## src/rtl/sph_surf_reader.sv

```systemverilog
// Captures each committed sphere-surface accumulator result after its window closes,
// tags it with a running window index and streams it out through a small FIFO.
module sph_surf_reader #(
    parameter int DEPTH = 4,
    parameter int IDX_W = 16
) (
    input  logic                         clk,
    input  logic                         rst_n,
    input  logic                         acc_en,
    input  logic [31:0]                  acc_dout,
    output logic [31:0]                  out_data,
    output logic [IDX_W-1:0]             out_idx,
    output logic                         out_valid,
    input  logic                         out_ready,
    output logic [$clog2(DEPTH+1)-1:0]   level,
    output logic                         ovf,
    output logic [7:0]                   drop_cnt,
    input  logic                         ovf_clr
);

    localparam int AW = $clog2(DEPTH);
    localparam int LW = $clog2(DEPTH+1);

    typedef enum logic [1:0] {S_IDLE, S_WAIT, S_CAPT} state_t;

    state_t            r_state;
    state_t            w_next;
    logic              r_en_d;
    logic [IDX_W-1:0]  r_win_idx;
    logic [31:0]       r_mem_data [DEPTH];
    logic [IDX_W-1:0]  r_mem_idx  [DEPTH];
    logic [AW-1:0]     r_wptr;
    logic [AW-1:0]     r_rptr;
    logic [LW-1:0]     r_level;
    logic              r_ovf;
    logic [7:0]        r_drop_cnt;

    logic              w_fall;
    logic              w_capt;
    logic              w_pop;
    logic              w_full;
    logic              w_push;
    logic              w_drop;

    assign w_fall = r_en_d & ~acc_en;

    always_comb begin
        w_next = r_state;
        case (r_state)
            S_IDLE:  if (w_fall) w_next = S_WAIT;
            S_WAIT:  w_next = S_CAPT;
            S_CAPT:  w_next = w_fall ? S_WAIT : S_IDLE;
            default: w_next = S_IDLE;
        endcase
    end

    // The sample is taken on the edge that enters CAPT: the accumulator committed
    // one edge earlier, so acc_dout is stable throughout the WAIT cycle.
    assign w_capt = (r_state == S_WAIT);
    assign w_pop  = out_valid & out_ready;
    assign w_full = (r_level == LW'(DEPTH));
    assign w_push = w_capt & (~w_full | w_pop);
    assign w_drop = w_capt & ~w_push;

    always_ff @(posedge clk or negedge rst_n) begin
        if (!rst_n) begin
            r_state   <= S_IDLE;
            r_en_d    <= 1'b0;
            r_win_idx <= '0;
        end else begin
            r_state   <= w_next;
            r_en_d    <= acc_en;
            if (w_capt) r_win_idx <= r_win_idx + IDX_W'(1);
        end
    end

    always_ff @(posedge clk or negedge rst_n) begin
        if (!rst_n) begin
            for (int i = 0; i < DEPTH; i++) begin
                r_mem_data[i] <= '0;
                r_mem_idx[i]  <= '0;
            end
            r_wptr  <= '0;
            r_rptr  <= '0;
            r_level <= '0;
        end else begin
            if (w_push) begin
                r_mem_data[r_wptr] <= acc_dout;
                r_mem_idx[r_wptr]  <= r_win_idx;
                r_wptr             <= r_wptr + AW'(1);
            end
            if (w_pop) r_rptr <= r_rptr + AW'(1);
            case ({w_push, w_pop})
                2'b10:   r_level <= r_level + LW'(1);
                2'b01:   r_level <= r_level - LW'(1);
                default: r_level <= r_level;
            endcase
        end
    end

    // A clear wins over a drop in the same cycle; that drop is not counted.
    always_ff @(posedge clk or negedge rst_n) begin
        if (!rst_n) begin
            r_ovf      <= 1'b0;
            r_drop_cnt <= '0;
        end else if (ovf_clr) begin
            r_ovf      <= 1'b0;
            r_drop_cnt <= '0;
        end else if (w_drop) begin
            r_ovf      <= 1'b1;
            if (r_drop_cnt != 8'hFF) r_drop_cnt <= r_drop_cnt + 8'd1;
        end
    end

    assign out_data  = r_mem_data[r_rptr];
    assign out_idx   = r_mem_idx[r_rptr];
    assign out_valid = (r_level != '0);
    assign level     = r_level;
    assign ovf       = r_ovf;
    assign drop_cnt  = r_drop_cnt;

endmodule
```

## config.mk

```make
export PLATFORM = sky130hd
export DESIGN_NAME = sph_surf_reader
export DESIGN_NICKNAME = d
export VERILOG_FILES = /design/src/rtl/sph_surf_reader.sv
export SDC_FILE = /design/constraint.sdc
export NUM_CORES = 1
export LEC_CHECK = 0
export BUFFER_PORTS_ARGS = -buffer_cell sky130_fd_sc_hd__buf_2
export CAP_MARGIN = 20
export CORE_MARGIN = 1
export CORE_UTILIZATION = 55
export CTS_CLUSTER_SIZE = 14
export DETAILED_ROUTE_END_ITERATION = 16
export PLACE_DENSITY = 0.78
export SYNTH_ARGS = -nofsm -noshare
export SYNTH_HDL_FRONTEND = slang
export SYNTH_SLANG_ARGS = --single-unit
```

## constraint.sdc

```tcl
create_clock -name clk -period 2.8 [get_ports clk]
set_input_delay 0.14 -clock clk [delete_from_list [all_inputs] [get_ports clk]]
set_output_delay 0.14 -clock clk [all_outputs]
set_load 0.01 [all_outputs]
```

Yosys cells after proc, flatten, opt, wreduce, memory -nomap -nowiden
Cells that the tools add are included.
{ "word_totals": {"register_bits": 227, "latchBits": 0, "mem_bits_rw": 0, "rom_bits": 0, "in_bits": 37, "output_inout_bits": 61, "wordCells": 70, "mem_count": 0} }
{ "classes": {"n_addsub": 6, "n_mul": 0, "div": 0, "order_cmp": 3, "n_eq_ne": 7, "n_shift": 0, "n_mux": 21, "bitwise_logic": 10, "n_reduce_logical": 7} }
{ "op_table": {"columns": ["cell", "n"], "rows": [
  ["$bwmux W128", 1],
  ["$mux W32", 3],
  ["$bmux W32 S2", 1],
  ["$bwmux W64", 1],
  ["$demux W32 S2", 1],
  ["$mux W16", 3],
  ["$bmux W16 S2", 1],
  ["$demux W16 S2", 1],
  ["$mux W8", 3],
  ["$add A16 B1 Y16 const B", 1],
  ["$add A8 B1 Y8 const B", 1],
  ["$ne A8 B8 Y1 const B", 1],
  ["$ge A3 B3 Y1 const B", 2],
  ["$not A2 Y3", 2],
  ["$pmux W2 S3", 1],
  ["$pmux W3 S2", 1],
  ["$reduce_bool A2 Y1", 3],
  ["$add A2 B1 Y2 const B", 2],
  ["$and A1 B1 Y1", 4],
  ["$eq A2 B1 Y1 const B", 2],
  ["$eq A2 B2 Y1 const B", 2],
  ["$add A3 B1 Y3 const B", 1],
  ["$eq A3 B3 Y1 const B", 1],
  ["$lt A3 B1 Y1 const B", 1],
  ["10 further kinds", 14]
]} }

Logic depth before layout (Yosys ltp)
Gate-level depths: netlist (run 1).
{ "depth": {"ltp_word": 8, "ltp_mapped": 10, "ltp_nobuf": 9} }

Worst setup path after synthesis (run 1)
No wires, ideal clock.
{ "synth_timing": {"path_type": "reg2reg", "from": "reg r_level[0] (netlist: level[0])", "to": "reg r_level[2] (netlist: level[2])", "setup_time_ns": 0.079, "arrival_time_ns": 2.040, "required_ns": 2.721, "path_slack_ns": 0.681, "path_stages_with_launch": 10, "path_buffers": 0, "synth_period_minus_slack_ns": 2.119, "path_cell_list": "dfrtp_1 -> nor4b_1 -> nor2_2 -> inv_1 -> ha_1 -> inv_1 -> fa_1 -> xor2_1 -> nor2_1 -> xor2_1"} }
{ "synth_between": {"elab_chain_len": 6, "word_cells_on_any_way": 12, "cone_classes": "2 x add/sub; 3 x eq/ne; 1 x mux; 4 x bitwise; 2 x reduce/logical"} }
{ "synth_lines": {"columns": ["item", "line_no", "source"], "rows": [
  ["start: declaration", "34", "logic [LW-1:0] r_level;"],
  ["start signal: assignment", "94", "2'b10: r_level <= r_level + LW'(1);"],
  ["start signal: assignment", "95", "2'b01: r_level <= r_level - LW'(1);"],
  ["start signal: assignment", "96", "default: r_level <= r_level;"],
  ["$reduce_bool A3 Y1 or $eq A3 B3 Y1 (tied branches)", "117, 61", null],
  ["$and A1 B1 Y1 or $not A1 Y1 (tied branches)", "60, 62", null],
  ["$or A1 B1 Y1", "62", "assign w_push = w_capt & (~w_full | w_pop);"],
  ["$and A1 B1 Y1", "62", null],
  ["$eq A2 B1 Y1 or $eq A2 B2 Y1 (tied branches)", "93", "case ({w_push, w_pop})"],
  ["$pmux W3 S2 or $reduce_bool A2 Y1 (tied branches)", null, null]
]} }
Several ways; a longest one is shown, not always the timed one.
A chain may end at the register's enable or synchronous reset.

Worst setup path in the final report (run 1)
{ "layout_timing": {"from": "reg r_rptr[0]", "to": "out out_data[3]"} }
{ "layout_between": {"elab_chain_len": 4} }
{ "layout_lines": {"columns": ["item", "line_no", "source"], "rows": [
  ["start: declaration", "33", "logic [AW-1:0] r_rptr;"],
  ["start signal: assignment", "92", "if (w_pop) r_rptr <= r_rptr + AW'(1);"],
  ["$not A2 Y3 (implied by the code)", "115", "assign out_data = r_mem_data[r_rptr];"],
  ["$bmux W32 S2", "115", null],
  ["$mux W32 (implied by the code) (2 in a row)", "115", null],
  ["end: declaration", "11", "output logic [31:0] out_data,"]
]} }
Every way passes these cells. The select of a mux whose other input is x is not followed.

==> results of run 1 <==
critical path: stages (launching register included):
cell and delay, ns:
dfrtp_4 0.78, buf_12 0.32, mux4_2 0.55, buf_2 0.16
power by group through the flow:
stage / clock network, W / logic, W / registers (W)
2_1_floorplan: 0 / 0.00285 / 0.00482
3_3_place_gp: 0 / 0.00366 / 0.00508
3_5_place_dp: 0 / 0.00379 / 0.00522
4_1_cts: 0.00369 / 0.00386 / 0.00518
5_1_grt: 0.00381 / 0.00410 / 0.00532
6_report: 0.00361 / 0.00379 / 0.00517
cell type report:
| cell class | instances | area share, % |
|---|---|---|
| clock inverter | 6 | 1.30 |
| inverter | 10 | 0.314 |
| tap | 225 | 2.35 |
| timing repair buffer | 146 | 8.67 |
| clock buffer | 37 | 6.52 |
| multi-input combinational | 351 | 33.3 |
| sequential | 227 | 47.5 |
per-stage QoR:
step	instance area, um2	std cells	utilization [%]	power, W	setup slack, ns
after floorplan	9870	625	-	0.00767	0.681
after global placement	10700	924	61.3	0.00874	0.582
after detailed placement	10700	924	61.3	0.00902	0.414
after CTS	12000	1002	68.7	0.0127	0.247
after global routing	12000	1002	68.7	0.0132	0.129
final	12000	1002	68.7	0.0126	0.334
layout by cell type, fill, tap and decap left out, types with 10 or more instances in the layout:
cell and instances:
nand2_1 15, mux2_2 193, mux4_2 48, buf_2 96, dlygate4sd3_1 35, clkbuf_8 12, clkbuf_16 25, inv_1 10
xnor2_1 15, nor2_1 12, nand3_1 10, dfrtp_1 225
flip-flops by register name, indices dropped and copies added (netlist names):
| register | flops |
|---|---|
| drop_cnt | 8 |
| level | 3 |
| ovf | 1 |
| r_en_d | 1 |
| r_mem_data | 128 |
| r_mem_idx | 64 |
| r_rptr | 2 |
| r_state | 2 |
| r_win_idx | 16 |
| r_wptr | 2 |
routing by layer:
| metal | up-vias | global-route usage (%) |
|---|---|---|
| met3 | 24 | 3.21 |
| met4 | 0 | 4.75 |
| met5 | - | 0 |
| met1 | 2992 | 29.8 |
| li1 | 2558 | - |
| met2 | 120 | 40.0 |
cells by family (layout without fill, tap and decap cells):
family          count (synthesis)  in the layout  synth area share [%]
compound gates                 11             11                 0.685
xor+xnor                       21             21                  1.86
fa+ha+maj                       8              8                  1.09
buf+inv                        47            199                  2.09
flops                         227            227                  57.6
mux                           243            243                  33.2
simple gates                   68             68                  3.50
how the worst min path moves through the flow:
| stage | end | slack (ns) | cells past startpoint |
|---|---|---|---|
| after floorplan | drop_cnt[0] | -0.16 | 0 |
| after global placement | r_mem_data[85] | 0.23 | 1 |
| after detailed placement | r_mem_data[85] | 0.26 | 1 |
| after CTS | r_rptr[0] | 0.06 | 3 |
| after global routing | r_rptr[0] | 0.07 | 3 |
| final | r_rptr[0] | 0.08 | 3 |
==> metrics.md, run 1 <==
| Metric | Value |
|---|---|
| Status | `completed` |
| I/O Buffers | `97` |
| Number of distinct library cells after synthesis | `34` |
| Ratio of final minimum period to clock period | `88.1%` |
| Cell accounting for the most synthesized area | `dfrtp_1` |
| Post-Synthesis Cells | `625` |
| Number of buffers on the longest clock path | `3` |
| Layout cells sized above 1 | `51.7%` |
| H-tree lvl count | `1` |
| Sequential share of power | `41.1%` |
| Number of maximum-capacitance violations | `0` |
| Setup repair bufs after CTS | `0` |
| Clock sink count | `227` |
| Power Density | `1050 mW/mm2` |
| Number of global-route vias before repair | `6382` |
| Worst slack on hold paths | `0.0844 ns` |
| Worst Hold Class | `in -> reg` |
| Post-DR wirelength/cell | `19.8 um` |
| Setup crit start kind | `flop` |
| Detail Route met3 WL | `735 um` |
| Maximum net fanout on the critical path | `26` |
| Ys Warns | `0` |
| Detailed-routing wirelength on met1 | `8.47 mm` |
| Half-perimeter wire length after placement | `12.3 mm` |
| Clock transition at path regs | `0.06 ns` |
| Met2 Routed Length | `10.3 mm` |
| Fraction of power spent switching nets | `28.2%` |
| First-pass GRT wire length | `32.5 mm` |
| Multi-input gate area in the final layout | `0.00399 mm2` |
| Area inside the core boundary | `0.0174 mm2` |
| Arrival time worst endpoint | `2.33 ns` |
| Number of diodes | `0` |
| Rows | `48` |
| Most frequently used cell type in the post-synthesis netlist | `dfrtp_1` |
| Path depth of the worst reg2reg path | `9` |
| WL final | `19.8 mm` |
| Layout Nets | `805` |
| Vias | `5694` |
| Worst setup path category | `reg -> out` |
| Leakage component of the power | `5.62 nW` |
| Worst Hold Launch | `out_ready` |
| Sequential cell area fraction in the yosys report | `57.6%` |
| Ranking of synthesized cells by area | `dfrtp_1 (58%), mux2_2 (22%), mux4_2 (11%), xnor2_1 (1.3%), buf_2 (1.2%)` |
| RR Startpoint | `level[0]` |
| Critical path capture point type | `output port` |
| P_int | `0.00903 W` |
| Reg-to-reg setup timing slack | `0.38 ns` |
| Post-layout min period | `2.47 ns` |
| Number of antenna-violating nets in the routed design | `0` |
| Later-pin clock latency in the skew report | `0.51 ns` |
| Area share of the leading cell type in the synthesized netlist | `57.6%` |
| Capture point of the worst path | `out_data[3]` |
| Dominant register cell in the synthesized netlist | `dfrtp_1` |
| Switching power | `0.00354 W` |
| IO Pins | `98` |
| Topmost layer with routed signal wires | `met4` |
| CTS Hold Bufs | `35` |
| Proportion of power drawn by combinational gates | `30.1%` |
| Mean post-synth cell area | `15.8 um2` |
| Clock network power share | `28.7%` |
| All-Layer GR Usage | `22.6%` |
| Die span in x | `136 um` |
| Area of the mapped netlist | `0.00987 mm2` |
| Count of final max-slew check failures | `0` |
| Maximum number of pins on one net before global-route repair | `95` |
| Max rail drop VDD | `0.000659 V` |
| Worst-margin pin slew | `0.748 ns` |
| Most used standard cells in the synthesized netlist | `dfrtp_1 (227), mux2_2 (193), mux4_2 (48)` |
| Y dimension of the die | `136 um` |
| Total global routing overflow | `0` |
| Capture point of the worst reg-to-reg path | `level[2]` |
| Buffer type at the clock tree root | `clkbuf_16` |
| RePlAce Congestion | `0.782` |
| Sequential standard cell area | `0.00569 mm2` |
| Post-synthesis register bit count | `227` |
| Required time of the critical path | `2.66 ns` |
| Post-synth net total | `670` |
| Total DRC errors in the routed layout | `0` |
| Number of iterations in the first detailed-routing pass | `4` |
| Clock buffer count from CTS | `24` |
| Vias per cell | `5.68` |
| Share of synthesized flip-flops with an asynchronous set or reset | `100%` |
| Count of final setup violators | `0` |
| PostCTS Resize Cnt | `0` |
| Fin. Hold Viols | `0` |
| Initial standard-cell utilization of the core | `56.6%` |
| Source of the critical timing path | `r_rptr[0]` |
| Maximum frequency from static timing analysis | `0.406 GHz` |
| Signed area change from the synthesized netlist to the final layout | `21.3%` |
| Die area | `0.0185 mm2` |
| Clock skew | `0.0100 ns` |
| First DRT Iteration DRCs | `250` |
| Setup repair after global routing missed its margin | `false` |
| Total Neg Setup Slack | `0 ns` |
| Number of enable-type register cells in the synthesized netlist | `0` |
| Max_slew headroom | `50.1%` |
| Number of antenna violations at the first check in global routing | `0` |
| CTS tree | `done` |
| Fill count | `1191` |
(Power assumes the default switching activity.)
==> run 2, diff against run 1 <==
CORE_UTILIZATION = 42   (was 55)
PLACE_DENSITY = 0.63   (was 0.78)
==> run 2 against run 1 <==
Effect of this change: hold slack worse by 0.030 ns; highest routed layer unchanged; register-to-register slack better by 0.07 ns; routed wire length up 4.8%; clock skew up 0.00065 ns; final cell count up 9.2%; largest cell class unchanged; count of clock-buffer cells in the layout down 5; combinational power up 1%; sequential share of layout area down 0.24 points; first-iteration DRC count down 23%; via count up 1.4%.
==> metrics.md, run 2 (synthesis results as in run 1) <==
| Metric | Value |
|---|---|
| WL final | `20.8 mm (was 19.8 mm)` |
| I/O Buffers | `97 (unchanged)` |
| Clock sink count | `227 (unchanged)` |
| Cell area after layout | `0.0120 mm2 (about the same)` |
| Worst-margin pin slew | `0.599 ns (was 0.748 ns)` |
| Max rail drop VDD | `0.000366 V (was 0.000659 V)` |
| Capture point of the worst reg-to-reg path | `level[2] (unchanged)` |
| Source of the critical timing path | `r_rptr[0] (unchanged)` |
| Clock buffer count from CTS | `25 (was 24)` |
| Number of iterations in the first detailed-routing pass | `4 (unchanged)` |
| Clock network power share | `26.9% (was 28.7%)` |
| All-Layer GR Usage | `17.8% (was 22.6%)` |
| Buffer type at the clock tree root | `clkbuf_16 (unchanged)` |
| Critical path capture point type | `output port (unchanged)` |
| Initial standard-cell utilization of the core | `43.2% (was 56.6%)` |
| Fin. Hold Viols | `0 (unchanged)` |
| Vias per cell | `5.28 (was 5.68)` |
| Maximum number of pins on one net before global-route repair | `75 (was 95)` |
| Ratio of final minimum period to clock period | `89.3% (was 88.1%)` |
| Half-perimeter wire length after placement | `13.3 mm (was 12.3 mm)` |
| Y dimension of the die | `155 um (was 136 um)` |
| Critical-path cell with the highest stage delay | `dfrtp_4 (unchanged)` |
| Vias | `5774 (was 5694)` |
| Commonest non-fill, non-tap cell in the layout | `dfrtp_1 (unchanged)` |
| Setup repair bufs after CTS | `0 (unchanged)` |
| Post-layout min period | `2.50 ns (was 2.47 ns)` |
| Reg-to-reg setup timing slack | `0.45 ns (was 0.38 ns)` |
| CTS tree | `done (unchanged)` |
| Worst setup path category | `reg -> out (unchanged)` |
| Placed instance area | `0.0108 mm2 (was 0.0107 mm2)` |
| Worst Hold Class | `in -> reg (unchanged)` |
| First-pass GRT wire length | `33.8 mm (was 32.5 mm)` |
| Area inside the core boundary | `0.0228 mm2 (was 0.0174 mm2)` |
| Total Neg Setup Slack | `0 ns (unchanged)` |
| Number of cells on the critical path | `3 (unchanged)` |
| Later-pin clock latency in the skew report | `0.51 ns (about the same)` |
| Peak per-stage delay on the critical path | `0.76 ns (was 0.78 ns)` |
| Layout Nets | `810 (was 805)` |
| Maximum net fanout on the critical path | `23 (was 26)` |
| Total DRC errors in the routed layout | `0 (unchanged)` |
| Fraction of power spent switching nets | `29.2% (was 28.2%)` |
| Number of flip-flops under the largest register name | `128 (unchanged)` |
| Number of maximum-capacitance violations | `0 (unchanged)` |
| Count of final max-slew check failures | `0 (unchanged)` |
| Number of antenna violations at the first check in global routing | `0 (unchanged)` |
| Total global routing overflow | `0 (unchanged)` |
| RePlAce Congestion | `0.766 (was 0.782)` |
| Max_slew headroom | `59.7% (was 50.1%)` |
| Maximum frequency from static timing analysis | `0.400 GHz (was 0.406 GHz)` |
| RR Startpoint | `level[0] (unchanged)` |
| PostCTS Resize Cnt | `0 (unchanged)` |
| IO Pins | `98 (unchanged)` |
| Number of buffers on the longest clock path | `3 (unchanged)` |
| Post-DR wirelength/cell | `19.0 um (was 19.8 um)` |
| Instance count after placement with tap cells included | `1016 (was 924)` |
| First DRT Iteration DRCs | `193 (was 250)` |
| Path depth of the worst reg2reg path | `9 (unchanged)` |
| H-tree lvl count | `1 (unchanged)` |
| Sequential share of power | `42.0% (was 41.1%)` |
| Largest regs | `r_mem_data (128), r_mem_idx (64), r_win_idx (16) (unchanged)` |
| Switching power | `0.00361 W (was 0.00354 W)` |
| Fill count | `1884 (was 1191)` |
| Post-route insts no fill | `1094 (was 1002)` |
| Setup crit start kind | `flop (unchanged)` |
| Setup repair after global routing missed its margin | `false (unchanged)` |
| Capture point of the worst path | `out_idx[11] (was out_data[3])` |
| Final core utilization | `52.6% (was 68.7%)` |
| Number of global-route vias before repair | `6339 (was 6382)` |
| Clock transition at path regs | `0.06 ns (about the same)` |
| WP buf/inv | `2 (unchanged)` |
| Top cell family by delay on the critical path | `flip-flops (unchanged)` |
| Signed area change from the synthesized netlist to the final layout | `21.9% (was 21.3%)` |
| Die span in x | `155 um (was 136 um)` |
| Number of diodes | `0 (unchanged)` |
| Register ranked first by flip-flop count | `r_mem_data (unchanged)` |
| Rows | `55 (was 48)` |
| Count of final setup violators | `0 (unchanged)` |
| Cells traversed along the worst timing path | `buf_4 -> mux4_2 -> buf_2 (was buf_12 -> mux4_2 -> buf_2)` |
| Number of antenna-violating nets in the routed design | `0 (unchanged)` |
| Required time of the critical path | `2.66 ns (about the same)` |
| Clock skew | `0.0106 ns (was 0.0100 ns)` |
| Layout cells sized above 1 | `51.5% (was 51.7%)` |
| Most frequent cells in the layout | `dfrtp_1 (225), mux2_2 (193), buf_2 (96) (unchanged)` |
| Proportion of power drawn by combinational gates | `31.1% (was 30.1%)` |
| Status | `completed (unchanged)` |
| Power Density | `1030 mW/mm2 (was 1050 mW/mm2)` |
| Arrival time worst endpoint | `2.36 ns (was 2.33 ns)` |
| Leakage component of the power | `5.60 nW (was 5.62 nW)` |
| P_int | `0.00873 W (was 0.00903 W)` |
| Die area | `0.0241 mm2 (was 0.0185 mm2)` |
[run 2: changes by cell type in the layout (fill, tap and decap cells not counted), sizes merged]
cell / before / now
clkbuf: 38 / 32
clkinvlp: 0 / 1
clkinv: 1 / 6
bufinv: 5 / 4
buf: 110 / 115
[run 2: through the flow]
stage               setup WS, ns  hold WS [ns]  power (W)
floorplan                  0.681        -0.156    0.00767
global placement           0.548         0.129    0.00883
detailed placement         0.433         0.143    0.00909
CTS                        0.206        0.0339     0.0125
global route               0.160        0.0636     0.0130
finish                     0.299        0.0544     0.0123
[run 2: per-layer routing]
| layer | wire length, um | GRT usage, % |
|---|---|---|
| met2 | 10600 | 31.0 |
| met3 | 635 | 2.65 |
| met4 | 290 | 3.36 |
| met1 | 9250 | 23.9 |
| met5 | 0 | 0 |
[run 2: power by group through the flow]
| stage | sequential (W) | clock (W) | combinational (W) |
|---|---|---|---|
| 2_1_floorplan | 0.00482 | 0 | 0.00285 |
| 3_3_place_gp | 0.00511 | 0 | 0.00372 |
| 3_5_place_dp | 0.00524 | 0 | 0.00385 |
| 4_1_cts | 0.00519 | 0.00341 | 0.00390 |
| 5_1_grt | 0.00534 | 0.00355 | 0.00412 |
| 6_report | 0.00518 | 0.00332 | 0.00383 |
[run 2: tightest hold or removal path: cells and delay by family]
family / cells / cell delay, ns
simple gates: 1 / 0.20
buf+inv: 1 / 0.10
xor+xnor: 1 / 0.08
[run 2: worst min-delay path by stage]
stage	startpoint	to	slack (ns)	cells past startpoint
floorplan	rst_n	drop_cnt[0]	-0.16	0
global placement	rst_n	r_mem_data[118]	0.13	1
detailed placement	rst_n	r_mem_data[86]	0.14	1
CTS	out_ready	r_rptr[0]	0.03	3
global route	out_ready	r_rptr[0]	0.06	3
finish	out_ready	r_rptr[0]	0.05	3
[run 2: area by class of cell]
type / instances / area, um2 / share of cell area [%]
sequential: 227 / 5690 / 47.3
multi-input combinational: 351 / 3990 / 33.2
timing repair buffer: 150 / 1090 / 9.09
clock buffer: 32 / 672 / 5.59
tap: 313 / 392 / 3.26
clock inverter: 11 / 158 / 1.31
inverter: 10 / 37.5 / 0.312
[run 2: what timing repair did]
| item | 4_1_cts | 5_1_grt |
|---|---|---|
| hold endpoints to repair | 205 | 0 |
| endpoints found under the setup margin | 0 | 0 |
| hold buffers | 35 | 0 |
